--- src/rtl/button_reader.sv ---
// Debounced pushbutton front end: synchronizer, debounce FSM, press/release/long-press
// pulses and a wrapping press counter, all timed from CLOCK_FREQ.
module button_reader #(
    parameter int unsigned CLOCK_FREQ    = 100000000,
    parameter int unsigned DEBOUNCE_MS   = 10,
    parameter int unsigned LONG_PRESS_MS = 1000
) (
    input  logic        CLK,
    input  logic        RESET,
    input  logic        BUTTON,
    output logic        PRESSED,
    output logic        PRESS,
    output logic        RELEASE,
    output logic        LONG_PRESS,
    output logic [15:0] PRESS_COUNT
);

    localparam logic [31:0] D_CYC  = 32'(CLOCK_FREQ / 32'd1000 * DEBOUNCE_MS);
    localparam logic [31:0] L_CYC  = 32'(CLOCK_FREQ / 32'd1000 * LONG_PRESS_MS);
    localparam logic [31:0] D_LAST = D_CYC - 32'd1;
    localparam logic [31:0] L_LAST = L_CYC - 32'd1;

    typedef enum logic [1:0] {
        UP,
        CHK_DOWN,
        DOWN,
        CHK_UP
    } state_t;

    logic        s1_q, s2_q;
    state_t      state_q, state_d;
    logic [31:0] dcnt_q, dcnt_d;
    logic [31:0] lcnt_q, lcnt_d;
    logic        pressed_q, pressed_d;
    logic        press_q, press_d;
    logic        release_q, release_d;
    logic        long_q, long_d;
    logic [15:0] count_q, count_d;
    logic        go_down, go_up;

    // dcnt holds the number of new-level samples already seen, so the
    // D-th sample is the one that arrives while dcnt == D-1.
    always_comb begin
        state_d   = state_q;
        dcnt_d    = dcnt_q;
        pressed_d = pressed_q;
        press_d   = 1'b0;
        release_d = 1'b0;
        count_d   = count_q;
        go_down   = 1'b0;
        go_up     = 1'b0;
        case (state_q)
            UP: begin
                if (s2_q) begin
                    if (D_CYC == 32'd1) begin
                        go_down = 1'b1;
                    end else begin
                        state_d = CHK_DOWN;
                        dcnt_d  = 32'd1;
                    end
                end
            end
            CHK_DOWN: begin
                if (!s2_q) begin
                    state_d = UP;
                    dcnt_d  = '0;
                end else if (dcnt_q == D_LAST) begin
                    go_down = 1'b1;
                end else begin
                    dcnt_d = dcnt_q + 32'd1;
                end
            end
            DOWN: begin
                if (!s2_q) begin
                    if (D_CYC == 32'd1) begin
                        go_up = 1'b1;
                    end else begin
                        state_d = CHK_UP;
                        dcnt_d  = 32'd1;
                    end
                end
            end
            CHK_UP: begin
                if (s2_q) begin
                    state_d = DOWN;
                    dcnt_d  = '0;
                end else if (dcnt_q == D_LAST) begin
                    go_up = 1'b1;
                end else begin
                    dcnt_d = dcnt_q + 32'd1;
                end
            end
            default: begin
                state_d = UP;
                dcnt_d  = '0;
            end
        endcase
        if (go_down) begin
            state_d   = DOWN;
            dcnt_d    = '0;
            pressed_d = 1'b1;
            press_d   = 1'b1;
            count_d   = count_q + 16'd1;
        end
        if (go_up) begin
            state_d   = UP;
            dcnt_d    = '0;
            pressed_d = 1'b0;
            release_d = 1'b1;
        end
    end

    // Hold timer runs across CHK_UP bounces; only a new accepted press restarts it.
    always_comb begin
        lcnt_d = lcnt_q;
        long_d = 1'b0;
        if (go_down) begin
            lcnt_d = '0;
        end else if (pressed_q && (lcnt_q != '1)) begin
            lcnt_d = lcnt_q + 32'd1;
            long_d = (lcnt_q == L_LAST);
        end
    end

    always_ff @(posedge CLK or posedge RESET) begin
        if (RESET) begin
            s1_q      <= 1'b0;
            s2_q      <= 1'b0;
            state_q   <= UP;
            dcnt_q    <= '0;
            lcnt_q    <= '0;
            pressed_q <= 1'b0;
            press_q   <= 1'b0;
            release_q <= 1'b0;
            long_q    <= 1'b0;
            count_q   <= '0;
        end else begin
            s1_q      <= BUTTON;
            s2_q      <= s1_q;
            state_q   <= state_d;
            dcnt_q    <= dcnt_d;
            lcnt_q    <= lcnt_d;
            pressed_q <= pressed_d;
            press_q   <= press_d;
            release_q <= release_d;
            long_q    <= long_d;
            count_q   <= count_d;
        end
    end

    assign PRESSED     = pressed_q;
    assign PRESS       = press_q;
    assign RELEASE     = release_q;
    assign LONG_PRESS  = long_q;
    assign PRESS_COUNT = count_q;

endmodule
--- config.mk ---
export PLATFORM = sky130hd
export DESIGN_NAME = button_reader
export DESIGN_NICKNAME = d
export VERILOG_FILES = /design/src/rtl/button_reader.sv
export SDC_FILE = /design/constraint.sdc
export NUM_CORES = 1
export LEC_CHECK = 0
export ABC_AREA = 1
export ABC_CLOCK_PERIOD_IN_PS = 3400
export CORE_MARGIN = 4
export CORE_UTILIZATION = 60
export DETAILED_ROUTE_END_ITERATION = 10
export PLACE_DENSITY = 0.79
export REMOVE_ABC_BUFFERS = 1
export SLEW_MARGIN = 20
export SYNTH_ARGS = -nofsm -noshare
export SYNTH_HDL_FRONTEND = slang
export SYNTH_SLANG_ARGS = --single-unit
--- constraint.sdc ---
create_clock -name CLK -period 3.4 [get_ports CLK]
set_input_delay 0.85 -clock CLK [delete_from_list [all_inputs] [get_ports CLK]]
set_output_delay 0.85 -clock CLK [all_outputs]
set_load 0.1 [all_outputs]
==> run_results.csv, run 1 <==
group,metric,value,unit
run_status,status,"complete, no violations",
detailed_routing,drc,0,
power,p_clk_frac,0.395,
sta,finalCritPeriodShare,0.661,
placed_design,dp_hpwl,10.0,mm
setup_path,worst-setup-path-type,"flip-flop to flip-flop",
setup_path,end_kind,"flip-flop",
sta,rsz0062_at_grt,"false",
logic_synthesis,synth.yosys.seq_area_share,0.375,
setup_path,worstPathRequired,3.67,ns
logic_synthesis,postSynthCellCount,877,
clock_network,hold_buffers,0,
power,internal-power,1.35,mW
logic_synthesis,synthArstFlopShare,1.00,
global_route,grt_pass1_wl,24.4,mm
sta,tightest_slew,0.564,ns
global_route,antenna_found_initial,0,
power,power_density,293,mW/mm^2
power,swShare,0.266,
sta,period_needed,2.25,ns
clock_network,h-tree-depth,3,
logic_synthesis,synth-edff-count,0,
setup_path,timing.rr.start,"dcnt_q[0]",
clock_network,cts_made_buffers,9,
layout,stdcell_count,1028,
setup_path,cp_slowest_cell,"nand3_2",
sta,setup_viol_count_final,0,
power,power,1.84,mW
clock_network,insertion_delay,0.38,ns
logic_synthesis,syn_avg_cell_area,6.69,um^2
clock_network,cts_tree,"yes",
min_path,min_from,"s1_q",
die,die-height,107,um
placed_design,placed_cells,1012,
layout,utilization,0.670,
layout,drive_above_1_share,0.0723,
setup_path,path_max_fanout,34,
detailed_routing,viasPerCell,5.30,
clock_network,cts_root_buf,"clkbuf_8",
clock_network,path_clk_slew,0.10,ns
sta,fin_skew,0.0148,ns
sta,setup-tns-final,0,ns
die,die_w,107,um
clock_network,max-clock-path-buffers,2,
power,seqPwrFrac,0.575,
clock_network,cts_resized,0,
detailed_routing,vias,5447,
logic_synthesis,synthesis.area,0.00587,mm^2
setup_path,slowest_delay,0.45,ns
logic_synthesis,yosys_most_used_dff,"dfrtp_1",
power,p_comb_frac,0.031,
setup_path,cp-start-kind,"flip-flop",
logic_synthesis,ys_warn_count,0,
min_path,hp-class,"flip-flop to flip-flop",
die,pin_count,23,
detailed_routing,drt_iter0_markers,275,
clock_network,cts.sink_count,88,
power,p_leak,2.91,nW
global_route,track_usage,0.258,
detailed_routing,wl_per_cell,13.2,um
sta,slew_headroom,0.624,
global_route,grt_pass1_vias,5417,
layout,num_antenna_cells,0,
run,drv_cap,0,
layout,postLayoutCellArea,0.00628,mm^2
power,vdd_drop_max,0.221,mV
global_route,grt-ovfl-total,0,
logic_synthesis,yosysUniqueCellTypes,29,
die,start_util,0.626,
die,coreArea,0.00937,mm^2
sta,finalMaxSlewViolations,0,
global_route,grt_max_degree,62,
detailed_routing,postRouteWirelength,13.5,mm
setup_path,cp_cell_sequence,"ha_1, nand3_2, nor2_1, nand2_1, nor2_1, nand3_2, buf_4, nand3_1, nand2_1",
die,rows,35,
placed_design,port_buffers,22,
setup_path,critPathLaunch,"dcnt_q[0]",
setup_path,crit_arrival,2.52,ns
detailed_routing,drtAntennaViolNets,0,
placed_design,placed_cell_area,0.00610,mm^2
detailed_routing,first_pass_iters,5,
die,dieArea,0.0114,mm^2
layout,area_growth,7.08,%
placed_design,gp_congestion,0.965,
layout,fin_nets,900,
sta,whs,0.371,ns
logic_synthesis,yosys_register_bits,88,
placed_design,dp_worst_setup_slack,1.18,ns
sta,worst_slack,1.15,ns
sta,max_freq,0.445,GHz
power,power_switching,0.491,mW
sta,hold_viol_final,0,
clock_network,cts_setup_buffers,0,
cell families after synthesis:
group	synth area share
AND/OR/NAND/NOR	0.425
buffers and inverters	0.0836
flip-flops	0.375
XOR/XNOR	0.0702
AO/OA/AOI/OAI	0.0397
adder cells (fa/ha/maj)	0.00640
worst paths after layout:
path / to / slack (ns) / cells after the start
setup / recovery: lcnt_q[28] / 1.15 / 9
hold / removal: s2_q / 0.37 / 0
setup reg to reg: lcnt_q[28] / 1.15 / 9
hold reg to reg: s2_q / 0.37 / 0
max in group asynchronous: lcnt_q[10] / 1.89 / 3
min in group asynchronous: dcnt_q[0] / 0.81 / 2
critical path, delay by kind of cell, from the launching register on:
| kind | cells | cell delay (ns) |
|---|---|---|
| flops | 1 | 0.40 |
| buf+inv | 1 | 0.44 |
| simple gates | 7 | 1.07 |
| fa+ha+maj | 1 | 0.22 |
Yosys cell counts (all sizes together) (7+ instances only):
master,n,share of area
xnor2,17,0.025
o21ai,41,0.035
nand4,8,0.0085
inv,90,0.058
nor2,149,0.10
clkbuf,7,0.0045
buf,13,0.021
nand2,309,0.20
nand3,101,0.091
xor2,30,0.045
nand3b,11,0.014
dfrtp,88,0.38
registers in the layout, summed over array words and instances (netlist names):
| register | flops |
|---|---|
| lcnt_q | 32 |
| PRESSED | 1 |
| PRESS_COUNT | 16 |
| RELEASE | 1 |
| s2_q | 1 |
| LONG_PRESS | 1 |
| s1_q | 1 |
| PRESS | 1 |
| state_q | 2 |
| dcnt_q | 32 |
power groups by stage:
| stage | Clock, mW | Sequential (mW) | Combinational (mW) |
|---|---|---|---|
| after global routing | 0.784 | 1.06 | 0.0651 |
| after floorplan | 0 | 1.08 | 0.0368 |
| after global placement | 0 | 1.08 | 0.0570 |
| after detailed placement | 0 | 1.08 | 0.0583 |
| final | 0.727 | 1.06 | 0.0563 |
| after CTS | 0.739 | 1.06 | 0.0584 |
cells in the final DEF (no fill, tap or decap), types with 7 or more instances in the layout:
| cell type | Yosys | layout |
|---|---|---|
| clkbuf_8 | 0 | 9 |
| xnor2_1 | 17 | 17 |
| nand4_1 | 8 | 8 |
| nand2_1 | 303 | 303 |
| nand3b_1 | 11 | 11 |
| nor2_1 | 140 | 140 |
| buf_4 | 1 | 23 |
| dfrtp_1 | 88 | 88 |
| o21ai_0 | 34 | 34 |
| xor2_1 | 30 | 30 |
| inv_1 | 87 | 86 |
| o21ai_1 | 7 | 7 |
| nand3_1 | 95 | 95 |
metal layers:
metal,global-route usage,part of all wire
met5,0,0
met4,0.103,0.026
met3,0.0421,0.042
met2,0.444,0.50
met1,0.322,0.43
final cells by class:
type | instances | area, um^2
multi-input cells | 679 | 3180
fillers | 853 | 3090
flip-flops and latches | 88 | 2200
inverters | 90 | 342
repair buffers | 26 | 213
well taps | 129 | 161
clock buffers | 10 | 128
clock inverters | 6 | 57.6
Note: power is estimated with default switching activity, not from simulation.
==> run 2: changes to the inputs <==
--- a/config.mk
+++ b/config.mk
@@ -6,7 +6,7 @@
 export NUM_CORES = 1
 export LEC_CHECK = 0
 export ABC_AREA = 1
-export ABC_CLOCK_PERIOD_IN_PS = 3400
+export ABC_CLOCK_PERIOD_IN_PS = 2210
 export CORE_MARGIN = 4
 export CORE_UTILIZATION = 60
 export DETAILED_ROUTE_END_ITERATION = 10
==> constraint.sdc (replaced) <==
create_clock -name CLK -period 2.21 [get_ports CLK]
set_input_delay 0.5525 -clock CLK [delete_from_list [all_inputs] [get_ports CLK]]
set_output_delay 0.5525 -clock CLK [all_outputs]
set_load 0.1 [all_outputs]
==> run 2 against run 1 <==
Core utilization increased by 1.1 points. Sequential share of layout area fell by 0.53 points. Non-clock buffer count rose by 6. Clock skew decreased by 0.0033 ns. Via count increased by 0.53%. Sequential power up 54%. Power grew 52%. Global-route usage down 0.19 points. Final cell count up 0.58%. Routed wire length rose by 0.38%.
==> run_results.csv, run 2 (synthesis gave the netlist of run 1 again) <==
group,metric,value,unit
run_status,status,"complete, no violations",
detailed_routing,vias,5476,
sta,period_needed,1.98,ns
placed_design,gp_congestion,0.927,
min_path,holdPathStages,0,
setup_path,cp-start-kind,"flip-flop",
min_path,min_from,"s1_q",
clock_network,cts_made_buffers,9,
layout,num_antenna_cells,0,
layout,fin_nets,906,
global_route,antenna_found_initial,0,
setup_path,crit_buf_inv,2,
sta,finalCritPeriodShare,0.898,
min_path,hp-class,"flip-flop to flip-flop",
sta,finalMaxSlewViolations,0,
placed_design,port_buffers,22,
setup_path,slowest_delay,0.43,ns
clock_network,cts_root_buf,"clkbuf_8",
die,rows,35,
detailed_routing,postRouteWirelength,13.6,mm
setup_path,cp_num_cells,10,
power,power,2.80,mW
setup_path,timing.rr.start,"lcnt_q[0]",
detailed_routing,drt_iter0_markers,303,
run,drv_cap,0,
detailed_routing,wl_per_cell,13.1,um
sta,rsz0062_at_grt,"false",
clock_network,cts.sink_count,88,
detailed_routing,drtAntennaViolNets,0,
die,die-height,107,um
global_route,grt_pass1_vias,5309,
die,pin_count,23,
layout,drive_above_1_share,0.0818,
sta,setup_viol_count_final,0,
layout,mostFrequentLayoutCells,"303 x nand2_1, 140 x nor2_1, 95 x nand3_1",
placed_design,dp_hpwl,10.1,mm
global_route,grt_max_degree,89,
detailed_routing,viasPerCell,5.30,
setup_path,path_common_cell,"nand2_4",
sta,slew_headroom,0.689,
setup_path,r2r_cells,10,
layout,final_common_cell,"nand2_1",
setup_path,path_delay_family,"simple AND/OR/NAND/NOR gates",
clock_network,hold_buffers,0,
setup_path,cp_cell_sequence,"ha_2, inv_2, nor2_8, nand2_4, nor2_4, nand2_2, nand2_4, inv_4, nand3_1, nand2_1",
die,start_util,0.626,
setup_path,cp_slowest_cell,"dfrtp_2",
sta,hold_viol_final,0,
setup_path,worst-setup-path-type,"flip-flop to flip-flop",
sta,fin_skew,0.0116,ns
setup_path,crit_arrival,2.23,ns
power,power_density,439,mW/mm^2
sta,max_freq,0.504,GHz
die,coreArea,0.00937,mm^2
clock_network,max-clock-path-buffers,2,
placed_design,placed_cell_area,0.00619,mm^2
setup_path,worstPathRequired,2.46,ns
global_route,grt_pass1_wl,24.0,mm
sta,tightest_slew,0.466,ns
layout,nFillCells,836,
die,dieArea,0.0114,mm^2
clock_network,path_clk_slew,0.10,ns
sta,whs,0.369,ns
layout,area_growth,8.79,%
power,vdd_drop_max,0.305,mV
setup_path,path_max_fanout,31,
global_route,grt-ovfl-total,0,
global_route,track_usage,0.256,
layout,postLayoutCellArea,0.00638,mm^2
clock_network,cts_tree,"yes",
clock_network,insertion_delay,0.36,ns
power,p_leak,2.95,nW
die,die_w,107,um
setup_path,critPathLaunch,"lcnt_q[0]",
setup_path,end_kind,"flip-flop",
detailed_routing,drc,0,
detailed_routing,first_pass_iters,5,
clock_network,h-tree-depth,3,
==> run 2: cell count changes in the layout (fill, tap and decap cells not counted), sizes merged <==
| cell | before | now |
|---|---|---|
| clkbuf | 10 | 9 |
| clkinv | 2 | 3 |
| buf | 24 | 30 |
| clkinvlp | 0 | 2 |
| inv | 94 | 92 |
==> run 2: repair_timing <==
action	4_1_cts	5_1_grt
resized for setup	0	2
endpoints found under the setup margin	0	31
setup buffers	0	0
==> run 2: worst register-to-register path, stage by stage, from the launching register on <==
cell and delay [ns]:
dfrtp_2 0.43, ha_2 0.25, inv_2 0.08, nor2_8 0.17, nand2_4 0.08, nor2_4 0.14, nand2_2 0.09, nand2_4 0.20
inv_4 0.20, nand3_1 0.17, nand2_1 0.06
==> run 2: per-stage QoR <==
| step | setup slack [ns] | util | cells | TNS, ns |
|---|---|---|---|---|
| finish | 0.225 | 0.681 | 1034 | 0 |
| global route | 0.0639 | 0.681 | 1034 | 0 |
| CTS | 0.126 | 0.681 | 1034 | 0 |
| detailed placement | 0.158 | 0.661 | 1018 | 0 |
| global placement | 0.251 | 0.661 | 1018 | 0 |
| floorplan | -0.621 | - | 857 | -62.99 |
==> run 2: power breakdown <==
group / switching (mW) / internal [mW]
Sequential: 0.0103 / 1.62
Combinational: 0.0682 / 0.0269
Clock: 0.653 / 0.428
Total: 0.731 / 2.07
==> run 2: path summary, 6_finish.rpt <==
check                             endpoint  slack, ns
min in group asynchronous             s2_q       0.47
worst min-delay path                  s2_q       0.37
worst max register to register  lcnt_q[18]       0.23
worst max-delay path            lcnt_q[18]       0.23
max in group asynchronous       LONG_PRESS       1.26
worst min register to register        s2_q       0.37
==> run 2: cell type report <==
cell class / instances / area (um^2) / area share
Multi-Input combinational cell: 679 / 3180 / 0.498
Sequential cell: 88 / 2200 / 0.345
Inverter: 90 / 342 / 0.0535
Timing Repair Buffer: 32 / 308 / 0.0482
Tap cell: 129 / 161 / 0.0253
Clock buffer: 9 / 124 / 0.0194
Clock inverter: 7 / 62.6 / 0.00980
==> run 2: per-layer routing <==
| metal | track usage | up-vias | routed length (um) | share of wire |
|---|---|---|---|---|
| li1 | - | 2784 | - | - |
| met1 | 0.316 | 2492 | 5850 | 0.43 |
| met2 | 0.444 | 161 | 6700 | 0.49 |
| met3 | 0.0506 | 39 | 656 | 0.048 |
| met4 | 0.0904 | 0 | 381 | 0.028 |
| met5 | 0 | - | 0 | 0 |
